--- config.mk ---
export PLATFORM = sky130hd
export DESIGN_NAME = blinds_motor_controller
export DESIGN_NICKNAME = d
export VERILOG_FILES = /design/src/rtl/blinds_motor_controller_pkg.sv /design/src/rtl/blinds_channel_fsm.sv /design/src/rtl/blinds_motor_controller.sv
export SDC_FILE = /design/constraint.sdc
export NUM_CORES = 1
export LEC_CHECK = 0
export BUFFER_PORTS_ARGS = -buffer_cell sky130_fd_sc_hd__buf_4
export CELL_PAD_IN_SITES_DETAIL_PLACEMENT = 1
export CELL_PAD_IN_SITES_GLOBAL_PLACEMENT = 2
export CORE_MARGIN = 5
export CORE_UTILIZATION = 30
export DETAILED_ROUTE_END_ITERATION = 8
export PLACE_DENSITY_LB_ADDON = 0.1
export SLEW_MARGIN = 30
export SYNTH_ARGS = -nofsm -noshare
export SYNTH_HDL_FRONTEND = slang
export SYNTH_SLANG_ARGS = --single-unit
--- constraint.sdc ---
create_clock -name clk_i -period 2.9 [get_ports clk_i]
set_input_delay 0.145 -clock clk_i [delete_from_list [all_inputs] [get_ports clk_i]]
set_output_delay 0.145 -clock clk_i [all_outputs]
set_load 0.05 [all_outputs]
--- src/rtl/blinds_motor_controller_pkg.sv ---
// blinds_motor_controller_pkg: shared state encoding, default sun thresholds and hour limit
package blinds_motor_controller_pkg;
  typedef enum logic [1:0] {CLOSED = 2'd0, OPENING = 2'd1, OPEN = 2'd2, CLOSING = 2'd3} blind_state_e;
  localparam int DEF_SUN_HI = 136;
  localparam int DEF_SUN_LO = 120;
  localparam int HOUR_MAX = 23;
endpackage

--- src/rtl/blinds_channel_fsm.sv ---
// blinds_channel_fsm: one blind channel with sun hysteresis, registered target and position FSM
// Manual override ports exist only when BLINDS_MANUAL_OVERRIDE_EN is defined.
module blinds_channel_fsm
  import blinds_motor_controller_pkg::*;
#(
  parameter int TRAVEL_TICKS = 100,
  parameter int SUN_HI = DEF_SUN_HI,
  parameter int SUN_LO = DEF_SUN_LO
) (
  input  logic       clk_i,
  input  logic       rst_i,
  input  logic       valid,
  input  logic       time_ok,
  input  logic [7:0] level,
  input  logic       tick,
`ifdef BLINDS_MANUAL_OVERRIDE_EN
  input  logic       manual_en,
  input  logic       manual_dir,
`endif
  output logic       motor_up,
  output logic       motor_down,
  output logic       is_open,
  output logic       busy,
  output logic [7:0] position
);
  localparam logic [7:0] TOP = 8'(TRAVEL_TICKS);
  localparam logic [7:0] HI = 8'(SUN_HI);
  localparam logic [7:0] LO = 8'(SUN_LO);
  blind_state_e state, state_n;
  logic sun_flag, sun_n, target, target_n, moving;
  logic [7:0] pos_n;
  assign moving = (state == OPENING) || (state == CLOSING);
  always_comb begin
    sun_n = !valid ? sun_flag : level > HI ? 1'b1 : level < LO ? 1'b0 : sun_flag;
`ifdef BLINDS_MANUAL_OVERRIDE_EN
    target_n = manual_en ? manual_dir : valid ? (time_ok | sun_n) : target;
`else
    target_n = valid ? (time_ok | sun_n) : target;
`endif
    // direction follows the live target, so a tick on a reversal edge moves the new way
    pos_n = !(moving && tick) ? position
          : target ? (position == TOP ? position : position + 8'd1)
          : (position == 8'd0 ? position : position - 8'd1);
    state_n = moving ? (target ? ((tick && pos_n == TOP) ? OPEN : OPENING)
                               : ((tick && pos_n == 8'd0) ? CLOSED : CLOSING))
            : state == CLOSED ? (target ? OPENING : CLOSED)
            : (target ? OPEN : CLOSING);
  end
  always_ff @(posedge clk_i) begin
    if (rst_i) begin
      state    <= CLOSED;
      position <= 8'd0;
      sun_flag <= 1'b0;
      target   <= 1'b0;
    end else begin
      state    <= state_n;
      position <= pos_n;
      sun_flag <= sun_n;
      target   <= target_n;
    end
  end
  assign motor_up   = state == OPENING;
  assign motor_down = state == CLOSING;
  assign is_open    = state == OPEN;
  assign busy       = motor_up | motor_down;
endmodule

--- src/rtl/blinds_motor_controller.sv ---
// blinds_motor_controller: N_CH independent blind channels sharing time of day and motor tick
// Define BLINDS_MANUAL_OVERRIDE_EN to add per-channel manual override ports.
module blinds_motor_controller
  import blinds_motor_controller_pkg::*;
#(
  parameter int N_CH = 4,
  parameter int TRAVEL_TICKS = 100,
  parameter int OPEN_HOUR = 8,
  parameter int CLOSE_HOUR = 17,
  parameter int SUN_HI = DEF_SUN_HI,
  parameter int SUN_LO = DEF_SUN_LO
) (
  input  logic              clk_i,
  input  logic              rst_i,
  input  logic              blinds_controller_valid_i,
  input  logic [11:0]       time_i,
  input  logic [N_CH*8-1:0] sunlight_level_i,
  input  logic              tick_i,
`ifdef BLINDS_MANUAL_OVERRIDE_EN
  input  logic [N_CH-1:0]   manual_en_i,
  input  logic [N_CH-1:0]   manual_dir_i,
`endif
  output logic [N_CH-1:0]   motor_up_o,
  output logic [N_CH-1:0]   motor_down_o,
  output logic [N_CH*8-1:0] position_o,
  output logic [N_CH-1:0]   blinds_status_o,
  output logic [N_CH-1:0]   busy_o
);
  logic [5:0] hour;
  logic time_ok;
  assign hour = time_i[11:6];
  assign time_ok = int'(hour) > OPEN_HOUR && int'(hour) < CLOSE_HOUR && int'(hour) <= HOUR_MAX;
  for (genvar c = 0; c < N_CH; c++) begin : g_ch
    blinds_channel_fsm #(
      .TRAVEL_TICKS(TRAVEL_TICKS),
      .SUN_HI(SUN_HI),
      .SUN_LO(SUN_LO)
    ) u_ch (
      .clk_i(clk_i),
      .rst_i(rst_i),
      .valid(blinds_controller_valid_i),
      .time_ok(time_ok),
      .level(sunlight_level_i[8*c +: 8]),
      .tick(tick_i),
`ifdef BLINDS_MANUAL_OVERRIDE_EN
      .manual_en(manual_en_i[c]),
      .manual_dir(manual_dir_i[c]),
`endif
      .motor_up(motor_up_o[c]),
      .motor_down(motor_down_o[c]),
      .is_open(blinds_status_o[c]),
      .busy(busy_o[c]),
      .position(position_o[8*c +: 8])
    );
  end
endmodule
=== Yosys cells after proc, flatten, opt, wreduce, memory -nomap -nowiden ===
Cells that the tools add are included.

* Flip-flop bits (word level): 48
* Input port bits: 48
* Output and inout bits: 48
* Logic and storage cells: 149

* Add/sub/neg operators: 8
* Order comparisons: 11
* Equal/unequal tests: 20
* Mux-type cells: 56
* Bitwise operators: 8
* Reductions and logical operators: 30

{| class="wikitable"
|+ Operators with widths
! cell !! number
|-
| 8-bit 2-to-1 mux || 16
|-
| 8-bit by 7-bit equality test with 1-bit output (second input constant) || 8
|-
| 8-bit zero test || 8
|-
| 2-bit 2-to-1 mux || 20
|-
| 8-bit by 1-bit adder with 8-bit output (second input constant) || 4
|-
| 8-bit > comparator (second input constant) || 4
|-
| 8-bit by 7-bit < comparator with 1-bit output (second input constant) || 4
|-
| 8-bit by 1-bit subtractor with 8-bit output (second input constant) || 4
|-
| 1-bit 2-to-1 mux || 20
|-
| 2-bit equality test (second input constant) || 8
|-
| 1-bit logical AND || 14
|-
| 2-bit by 1-bit equality test with 1-bit output (second input constant) || 4
|-
| 2-bit zero test || 4
|-
| 1-bit OR || 8
|-
| 6-bit by 4-bit > comparator with 1-bit output (second input constant) || 1
|-
| 6-bit by 5-bit <= comparator with 1-bit output (second input constant) || 1
|-
| 6-bit by 5-bit < comparator with 1-bit output (second input constant) || 1
|-
| 1-bit logical OR || 4
|}

=== Longest topological paths before layout ===
Gate-level depths: netlist (run 1).

* Word-level depth: 9
* Depth in mapped cells: 10

=== Modules after synthesis ===
A second synthesis (run 1) with hierarchy kept.

* Cells, all modules: 556
* Area, all modules: 4145.2 um^2

{| class="wikitable"
|+ Modules (own cells, without submodules)
! module !! instances !! cells an instance !! area an instance (um^2)
|-
| blinds_channel_fsm || 4 || 138 || 1027.2
|-
| blinds_motor_controller || 1 || 4 || 36.3
|}

=== Least setup slack after synthesis (run 1) ===
Ideal clock, no wire load.

* Kind: reg2reg
* From: reg g_ch[2].u_ch.position[2]
* To: reg (tool-made name)
* Library setup time: 0.059 ns
* Arrival time: 2.732 ns
* Required time: 2.841 ns
* Setup slack: 0.109 ns
* Stages on the path, launching flop included: 9
* Path buffers: 1
* Clock period less this slack: 2.791 ns
* Path through: dfxtp_1 clkbuf_1 or3_1 nor4b_1 mux2_2 a221oi_1 nand4_1 o41ai_1 a31o_1

{| class="wikitable"
|+ RTL lines
! what !! RTL line !! source
|-
| start: declaration || blinds_channel_fsm.sv:24 || <nowiki>output logic [7:0] position</nowiki>
|-
| start signal: assignment || blinds_channel_fsm.sv:57 || <nowiki>position <= pos_n;</nowiki>
|}

==> impl_metrics.py, run 1 <==
metrics = {
    "floorplan": {
        "die_area_um2": 15800,
        "rows": 42,
        "start_util_pct": 30.4,
        "fp.dieH_um": 126,
        "io_pins": 96,
        "core_um2": 13200,
        "die_w_um": 126,
    },
    "power_and_ir_drop": {
        "pwr-share-clk_pct": 26.9,
        "power_mw": 2.30,
        "p_int_mw": 1.39,
        "p_seq_share_pct": 33.7,
        "ir_drop_mv": 0.205,
        "p_comb_share_pct": 39.4,
        "p_leak_nw": 2.05,
        "pwr_density_cell_nw_per_um2": 466,
        "p_sw_mw": 0.906,
        "switching_share_pct": 39.4,
    },
    "sta": {
        "period_share_pct": 93.3,
        "hold_viol": 0,
        "finalSetupViolCount": 0,
        "clock.fmax_mhz": 370,
        "slew_headroom_pct": 50.1,
        "timing.final.crit_period_ns": 2.71,
        "drv_slew": 0,
        "rsz0062_at_grt": "false",
        "skew_ns": 0.00681,
        "tightest_slew_ns": 0.747,
        "fin_setup_tns_ns": 0,
    },
    "yosys": {
        "yosys_warnings": 0,
        "synth_seq_cells": 48,
        "syn_inst": 559,
        "synthFlopType": "dfxtp_1",
        "synth_area_per_cell_um2": 7.17,
        "syn_nets": 615,
        "synth_edf_count": 0,
        "netlist-cell-type-count": 73,
        "netlist_area_um2": 4010,
        "yosysSeqAreaShare_pct": 24.0,
        "ys_async_sr_fraction_pct": 0,
    },
    "clock_network": {
        "cts_inserted_buffers": 5,
        "root_buffer": "clkbuf_16",
        "cts_tree": "yes",
        "hold_buffers": 0,
        "clockBufferDepth": 2,
        "post-cts-setup-buffer-count": 0,
        "h-tree-depth": 2,
        "cts_resized": 0,
        "cts.sinks": 48,
        "clkLatencyLatePin_ns": 0.30,
        "clk_pin_slew_ns": 0.07,
    },
    "grt": {
        "antenna_found_initial": 0,
        "grt_max_degree": 49,
        "overflow": 0,
        "grt_first_pass_wirelength_mm": 22.0,
        "grt_pass1_vias": 4339,
        "grt_use_total_pct": 16.6,
    },
    "critical_path": {
        "cpPeakStageDelay_ns": 0.52,
        "crit_fanout": 5,
        "cp.depth": 10,
        "crit_required_ns": 3.10,
        "cp_cell_sequence": "inv_1 > ha_1 > or3b_2 > nand2_1 > a21oi_1 > a221o_1 > nor2_1 > nand4_1 > or3_1 > a22o_1",
        "rr_worst_depth": 10,
        "worstSetupPathType": "register to register",
        "crit_path_end_kind": "register",
        "worstPathArrival_ns": 2.90,
        "startpoint_type": "register",
        "path_delay_family": "simple AND/OR/NAND/NOR gates",
        "critPathSlowestCell": "or3b_2",
        "crit_buf_inv": 1,
    },
    "layout": {
        "num-nets-final": 674,
        "diodes": 0,
        "finish.utilization_pct": 37.4,
        "final_cell_area_um2": 4930,
        "drive_gt1_share_pct": 22.9,
        "fill_cells": 1660,
        "final_common_cell": "buf_4",
        "area_growth_syn_to_layout_pct": 23.1,
        "fin_cells": 795,
        "final_cell_mix": "buf_4, nor2_1, dfxtp_1",
    },
    "detailed_routing": {
        "drt-initial-drc-count": 209,
        "vias_per_cell": 5.44,
        "routed-via-count": 4325,
        "ant_nets": 0,
        "first_pass_iters": 4,
        "wl_per_cell_um": 16.7,
        "drcViolationCount": 0,
        "wl_mm": 13.3,
    },
    "worst_hold_path": {
        "hold_path_depth": 3,
        "worstHoldPathType": "input port to register",
    },
    "placement": {
        "dp_hpwl_mm": 10.2,
        "dp_cells": 787,
        "dpl_cell_area_um2": 4780,
        "gp_congestion": 0.820,
        "io_buffers": 89,
    },
    "job": {
        "maxCapViolations": 0,
    },
    "outcome": {
        "outcome": "complete, no violations",
    },
}
## state kept, by name, indices dropped and copies added (netlist names), named ones only
register and flops:
g_ch.u_ch.position 32, g_ch.u_ch.state 4, g_ch.u_ch.sun_flag 4, g_ch.u_ch.target 4
## worst paths after layout
check | slack, ns | end | from
max | 0.19 | register | g_ch[1].u_ch.position[1]$_SDFF_PP0_
min | 0.16 | g_ch[1].u_ch.sun_flag$_SDFF_PP0_ | sunlight_level_i[15]
max reg2reg | 0.19 | register | g_ch[1].u_ch.position[1]$_SDFF_PP0_
min reg2reg | 0.56 | g_ch[2].u_ch.sun_flag$_SDFF_PP0_ | g_ch[2].u_ch.sun_flag$_SDFF_PP0_
## worst reg2reg max path: stages (launching register included)
cell and delay (ns):
dfxtp_1 0.31, inv_1 0.07, ha_1 0.23, or3b_2 0.52, nand2_1 0.09, a21oi_1 0.06, a221o_1 0.30, nor2_1 0.18
nand4_1 0.19, or3_1 0.42, a22o_1 0.23
## cells by family (layout without fill, tap and decap cells)
logic type	count (synthesis)	count (layout)	share of synthesized area (%)
xor+xnor	12	12	2.62
fa+ha+maj	8	8	2.50
compound gates	151	151	26.1
mux	12	12	3.22
flops	48	48	24.0
buf+inv	81	141	9.46
simple gates	247	247	32.1
## power groups by stage
stage                     Combinational, mW  Sequential, mW  Clock (mW)
after floorplan                       0.635           0.810           0
after global placement                0.902           0.788           0
after detailed placement              0.913           0.791           0
after CTS                             0.915           0.776       0.644
after global routing                  0.996           0.786       0.654
final                                 0.907           0.775       0.618
## synthesized netlist by cell type, types with 7 or more instances
master	n	area (µm²)
or4_1	7	52.6
nand3_1	21	105
o31ai_1	9	67.6
o22ai_1	8	50.1
a31oi_1	9	56.3
nand4_1	10	62.6
nor3_1	19	95.1
o21ai_0	20	100
nor2b_1	12	75.1
nand2_1	40	150
clkbuf_1	37	139
nor2_1	74	278
ha_1	8	100
a21boi_0	11	82.6
buf_4	16	120
and2_1	10	62.6
o211ai_1	7	52.6
dfxtp_1	48	961
mux2_2	7	78.8
nor4_1	9	56.3
or3_1	10	62.6
inv_1	18	67.6
a21oi_1	31	155
## per-layer routing
layer	wire (µm)	global-route usage [%]	part of all wire (%)
met5	0	0	0
met4	159	4.40	1.2
met3	524	3.28	4.0
met2	6270	27.8	47
met1	6300	21.8	48
## layout make-up
type                            count  area (µm²)  area share [%]
Clock buffer                        8         146            2.97
Inverter                           18        67.6            1.37
Multi-Input combinational cell    430        2680            54.2
Sequential cell                    48         961            19.5
Tap cell                          176         220            4.46
Timing Repair Buffer              115         863            17.5
## through the flow
| stage | setup slack (ns) | hold WS (ns) |
|---|---|---|
| after floorplan | 0.109 | 0.228 |
| after global placement | 0.228 | 0.461 |
| after detailed placement | 0.174 | 0.476 |
| after CTS | 0.158 | 0.157 |
| after global routing | 0.00262 | 0.195 |
| final | 0.195 | 0.164 |
(Power assumes the default switching activity.)
==> run 2, diff against run 1 <==
--- a/config.mk
+++ b/config.mk
@@ -8,10 +8,9 @@
 export BUFFER_PORTS_ARGS = -buffer_cell sky130_fd_sc_hd__buf_4
 export CELL_PAD_IN_SITES_DETAIL_PLACEMENT = 1
 export CELL_PAD_IN_SITES_GLOBAL_PLACEMENT = 2
-export CORE_MARGIN = 5
 export CORE_UTILIZATION = 30
 export DETAILED_ROUTE_END_ITERATION = 8
-export PLACE_DENSITY_LB_ADDON = 0.1
+export PLACE_DENSITY = 0.78
 export SLEW_MARGIN = 30
 export SYNTH_ARGS = -nofsm -noshare
 export SYNTH_HDL_FRONTEND = slang
==> impl_metrics.py, run 2 (same netlist as run 1, synthesis figures left out) <==
metrics = {
    "critical_path": {
        "crit_fanout": 6,
        "crit_buf_inv": 1,
        "cp_cell_sequence": "inv_1 > ha_1 > or4b_4 > or3_1 > a21oi_1 > a21oi_1 > o311a_1 > or3_1 > nand2b_4 > a311oi_2",
        "startpoint_type": "register",
        "worstPathArrival_ns": 2.93,
        "crit_required_ns": 3.11,
        "critPathSlowestCell": "or4b_4",
        "crit_path_end_kind": "register",
        "ff2ff_setup_slack_ns": 0.19,
        "worstSetupPathType": "register to register",
        "cpPeakStageDelay_ns": 0.50,
        "path_delay_family": "simple AND/OR/NAND/NOR gates",
    },
    "sta": {
        "rsz0062_at_grt": "false",
        "period_share_pct": 93.5,
        "finalSetupViolCount": 0,
        "timing.final.crit_period_ns": 2.71,
        "fin_setup_tns_ns": 0,
        "slew_headroom_pct": 50.7,
        "hold_viol": 0,
        "drv_slew": 0,
        "clock.fmax_mhz": 369,
        "tightest_slew_ns": 0.738,
        "skew_ns": 0.00433,
    },
    "layout": {
        "diodes": 0,
        "top_register": "g_ch.u_ch.position",
        "final_common_cell": "buf_4",
        "drive_gt1_share_pct": 22.5,
        "final_cell_area_um2": 4910,
        "area_growth_syn_to_layout_pct": 22.5,
        "num-nets-final": 669,
        "largest_reg_flops": 32,
        "final_cell_mix": "buf_4, nor2_1, dfxtp_1",
        "fill_cells": 1616,
    },
    "clock_network": {
        "hold_buffers": 0,
        "cts_resized": 0,
        "cts.sinks": 48,
        "post-cts-setup-buffer-count": 0,
        "cts_inserted_buffers": 5,
        "root_buffer": "clkbuf_16",
        "clockBufferDepth": 2,
        "cts_tree": "yes",
        "clkLatencyLatePin_ns": 0.30,
        "clk_pin_slew_ns": 0.07,
        "h-tree-depth": 2,
    },
    "detailed_routing": {
        "first_pass_iters": 4,
        "ant_nets": 0,
        "drcViolationCount": 0,
        "drt-initial-drc-count": 147,
        "vias_per_cell": 5.58,
        "routed-via-count": 4385,
        "wl_mm": 13.0,
        "wl_per_cell_um": 16.5,
    },
    "power_and_ir_drop": {
        "p_int_mw": 1.45,
        "p_sw_mw": 0.921,
        "p_leak_nw": 2.04,
        "pwr-share-clk_pct": 28.9,
        "ir_drop_mv": 0.216,
        "p_comb_share_pct": 38.2,
        "pwr_density_cell_nw_per_um2": 483,
        "p_seq_share_pct": 32.9,
        "switching_share_pct": 38.9,
    },
    "worst_hold_path": {
        "worstHoldPathType": "input port to register",
    },
    "floorplan": {
        "rows": 41,
        "fp.dieH_um": 118,
        "core_um2": 12800,
        "die_area_um2": 13800,
        "start_util_pct": 31.2,
        "io_pins": 96,
        "die_w_um": 118,
    },
    "grt": {
        "antenna_found_initial": 0,
        "grt_pass1_vias": 4367,
        "overflow": 0,
        "grt_max_degree": 49,
        "grt_use_total_pct": 18.8,
        "grt_first_pass_wirelength_mm": 21.7,
    },
    "placement": {
        "dpl_cell_area_um2": 4740,
        "dp_hpwl_mm": 9.62,
        "gp_congestion": 0.802,
        "io_buffers": 89,
    },
    "outcome": {
        "outcome": "complete, no violations",
    },
    "job": {
        "maxCapViolations": 0,
    },
}
==> run 2: worst paths after layout <==
path | to | startpoint | depth (start not counted)
hold / removal | g_ch[0].u_ch.sun_flag$_SDFF_PP0_ | sunlight_level_i[7] | 3
hold reg to reg | g_ch[2].u_ch.sun_flag$_SDFF_PP0_ | g_ch[2].u_ch.sun_flag$_SDFF_PP0_ | 2
setup / recovery | register | g_ch[0].u_ch.position[0]$_SDFF_PP0_ | 10
setup reg to reg | register | g_ch[0].u_ch.position[0]$_SDFF_PP0_ | 10
==> run 2: routing by layer <==
| metal | part of all wire [%] | up-vias | GRT usage (%) |
|---|---|---|---|
| met1 | 48 | 2112 | 25.0 |
| li1 | - | 2142 | - |
| met3 | 4.3 | 14 | 3.10 |
| met4 | 1.4 | 0 | 5.37 |
| met5 | 0 | - | 0 |
| met2 | 47 | 117 | 31.1 |
==> run 2: power groups by stage <==
stage | clock, mW | sequential [mW] | combinational (mW)
after floorplan | 0 | 0.810 | 0.635
after global placement | 0 | 0.792 | 0.884
after detailed placement | 0 | 0.793 | 0.902
after CTS | 0.713 | 0.779 | 0.906
after global routing | 0.733 | 0.790 | 0.983
final | 0.685 | 0.780 | 0.907
==> run 2: final cells by class <==
cell class / count / area [µm²] / area share [%]
timing repair buffer: 110 / 826 / 16.8
clock buffer: 6 / 129 / 2.62
multi-input combinational: 430 / 2680 / 54.5
inverter: 18 / 67.6 / 1.38
sequential: 48 / 961 / 19.6
clock inverter: 2 / 35.0 / 0.713
tap: 172 / 215 / 4.38
==> run 2: stage by stage <==
stage	std cells	util (%)	hold slack, ns	setup WS (ns)	power, mW
final	786	38.3	0.171	0.189	2.37
after CTS	786	38.2	0.155	0.121	2.40
after global routing	786	38.3	0.178	0.0151	2.51
after floorplan	559	-	0.228	0.109	1.44
after detailed placement	778	36.9	0.475	0.148	1.70
after global placement	778	36.9	0.470	0.213	1.68
==> run 2: worst register-to-register path: stages, from the launching register on <==
cell	delay [ns]
dfxtp_1	0.37
inv_1	0.09
ha_1	0.22
or4b_4	0.50
or3_1	0.36
a21oi_1	0.14
a21oi_1	0.09
o311a_1	0.16
or3_1	0.33
nand2b_4	0.15
a311oi_2	0.22
==> run 3, diff against run 2 <==
==> constraint.sdc (replaced) <==
create_clock -name clk_i -period 2.9 [get_ports clk_i]
set_input_delay 0.435 -clock clk_i [delete_from_list [all_inputs] [get_ports clk_i]]
set_output_delay 0.435 -clock clk_i [all_outputs]
set_load 0.05 [all_outputs]
==> impl_metrics.py, run 3 (same netlist as run 1, synthesis figures left out) <==
metrics = {
    "outcome": {
        "outcome": "complete, no violations",
    },
    "sta": {
        "fin_setup_tns_ns": 0,
        "rsz0062_at_grt": "false",
        "skew_ns": 0.0126,
        "slew_headroom_pct": 51.8,
        "finalSetupViolCount": 0,
        "drv_slew": 0,
        "hold_viol": 0,
        "timing.final.crit_period_ns": 2.71,
        "period_share_pct": 93.3,
        "clock.fmax_mhz": 370,
        "worst_slack_ns": 0.195,
        "tightest_slew_ns": 0.721,
    },
    "job": {
        "maxCapViolations": 0,
    },
    "critical_path": {
        "crit_fanout": 8,
        "crit_path_end_kind": "register",
        "worstPathArrival_ns": 2.91,
        "worstSetupPathType": "register to register",
        "startpoint": "g_ch[1].u_ch.position[1]$_SDFF_PP0_",
        "crit_required_ns": 3.10,
        "startpoint_type": "register",
        "r2r-start": "g_ch[1].u_ch.position[1]$_SDFF_PP0_",
    },
    "placement": {
        "io_buffers": 89,
        "place_ws_ns": 0.156,
        "gp_congestion": 0.829,
        "dp_hpwl_mm": 9.88,
        "dpl_cell_area_um2": 4760,
    },
    "power_and_ir_drop": {
        "p_seq_share_pct": 32.3,
        "pwr-share-clk_pct": 31.2,
        "p_leak_nw": 2.06,
        "power_mw": 2.46,
        "ir_drop_mv": 0.228,
        "p_sw_mw": 0.919,
        "p_comb_share_pct": 36.6,
        "pwr_density_cell_nw_per_um2": 495,
        "switching_share_pct": 37.4,
        "p_int_mw": 1.54,
    },
    "layout": {
        "final_common_cell": "buf_4",
        "diodes": 0,
        "final_cell_mix": "buf_4, nor2_1, dfxtp_1",
        "num-nets-final": 672,
        "area_growth_syn_to_layout_pct": 23.8,
        "final_cell_area_um2": 4960,
        "drive_gt1_share_pct": 22.9,
        "top_register": "g_ch.u_ch.position",
        "largest_reg_flops": 32,
    },
    "clock_network": {
        "cts.sinks": 48,
        "h-tree-depth": 2,
        "cts_tree": "yes",
        "hold_buffers": 0,
        "clockBufferDepth": 2,
        "cts_inserted_buffers": 5,
        "clk_pin_slew_ns": 0.08,
        "root_buffer": "clkbuf_16",
        "clkLatencyLatePin_ns": 0.30,
    },
    "detailed_routing": {
        "vias_per_cell": 5.56,
        "drt-initial-drc-count": 123,
        "drcViolationCount": 0,
        "routed-via-count": 4379,
        "ant_nets": 0,
        "wl_mm": 13.0,
        "wl_per_cell_um": 16.5,
        "first_pass_iters": 4,
    },
    "worst_hold_path": {
        "holdCritStartpoint": "sunlight_level_i[23]",
        "worstHoldPathType": "input port to register",
    },
    "grt": {
        "antenna_found_initial": 0,
        "grt_use_total_pct": 18.9,
        "grt_max_degree": 49,
        "grt_first_pass_wirelength_mm": 21.8,
        "overflow": 0,
        "grt_pass1_vias": 4328,
    },
    "floorplan": {
        "die_area_um2": 13800,
        "start_util_pct": 31.2,
        "die_w_um": 118,
        "io_pins": 96,
        "core_um2": 12800,
        "rows": 41,
        "fp.dieH_um": 118,
    },
}
-- run 3: final timing paths --
path | end | slack, ns | cells past startpoint
max | register | 0.19 | 9
min | g_ch[2].u_ch.sun_flag$_SDFF_PP0_ | 0.45 | 3
max reg2reg | register | 0.19 | 9
min reg2reg | g_ch[2].u_ch.sun_flag$_SDFF_PP0_ | 0.54 | 2
-- run 3: critical path, stage by stage, from the launching register on --
cell and delay (ns):
dfxtp_1 0.31, buf_4 0.16, nor4_1 0.53, nand2b_1 0.14, mux2i_1 0.17, nor3_1 0.06
a221oi_1 0.50, nand2_1 0.13, or3_1 0.37, a22o_1 0.23
-- run 3: power groups by stage --
stage          Combinational, mW  Sequential (mW)  Clock (mW)
2_1_floorplan              0.635            0.810           0
3_3_place_gp               0.874            0.805           0
3_5_place_dp               0.894            0.808           0
4_1_cts                    0.899            0.793       0.788
5_1_grt                    0.974            0.806       0.806
6_report                   0.899            0.793       0.766
-- run 3: what timing repair did --
| item | 4_1_cts | 5_1_grt |
|---|---|---|
| hold endpoints to repair | 0 | 0 |
| resized for setup | 0 | 3 |
| setup endpoints to repair | 0 | 2 |
| setup buffers | 0 | 0 |
-- run 3: through the flow --
stage,util [%],instances,hold slack (ns)
6_report,38.7,788,0.454
5_1_grt,38.7,788,0.467
4_1_cts,38.6,788,0.451
3_5_place_dp,37.1,781,0.546
3_3_place_gp,37.1,781,0.532
2_1_floorplan,-,559,0.471
-- run 3: area by class of cell --
type,instances,area [µm²]
fill,1601,7860
multi-input combinational,430,2690
sequential,48,961
timing repair buffer,113,848
tap,172,215
clock buffer,5,125
inverter,18,67.6
clock inverter,2,60.1
-- run 3: layer usage --
layer	track usage, %	share of wire [%]	vias up
met5	0	0	-
met4	5.53	1.3	0
met3	2.91	3.1	14
met2	32.0	48	80
met1	24.8	47	2134
li1	-	-	2151
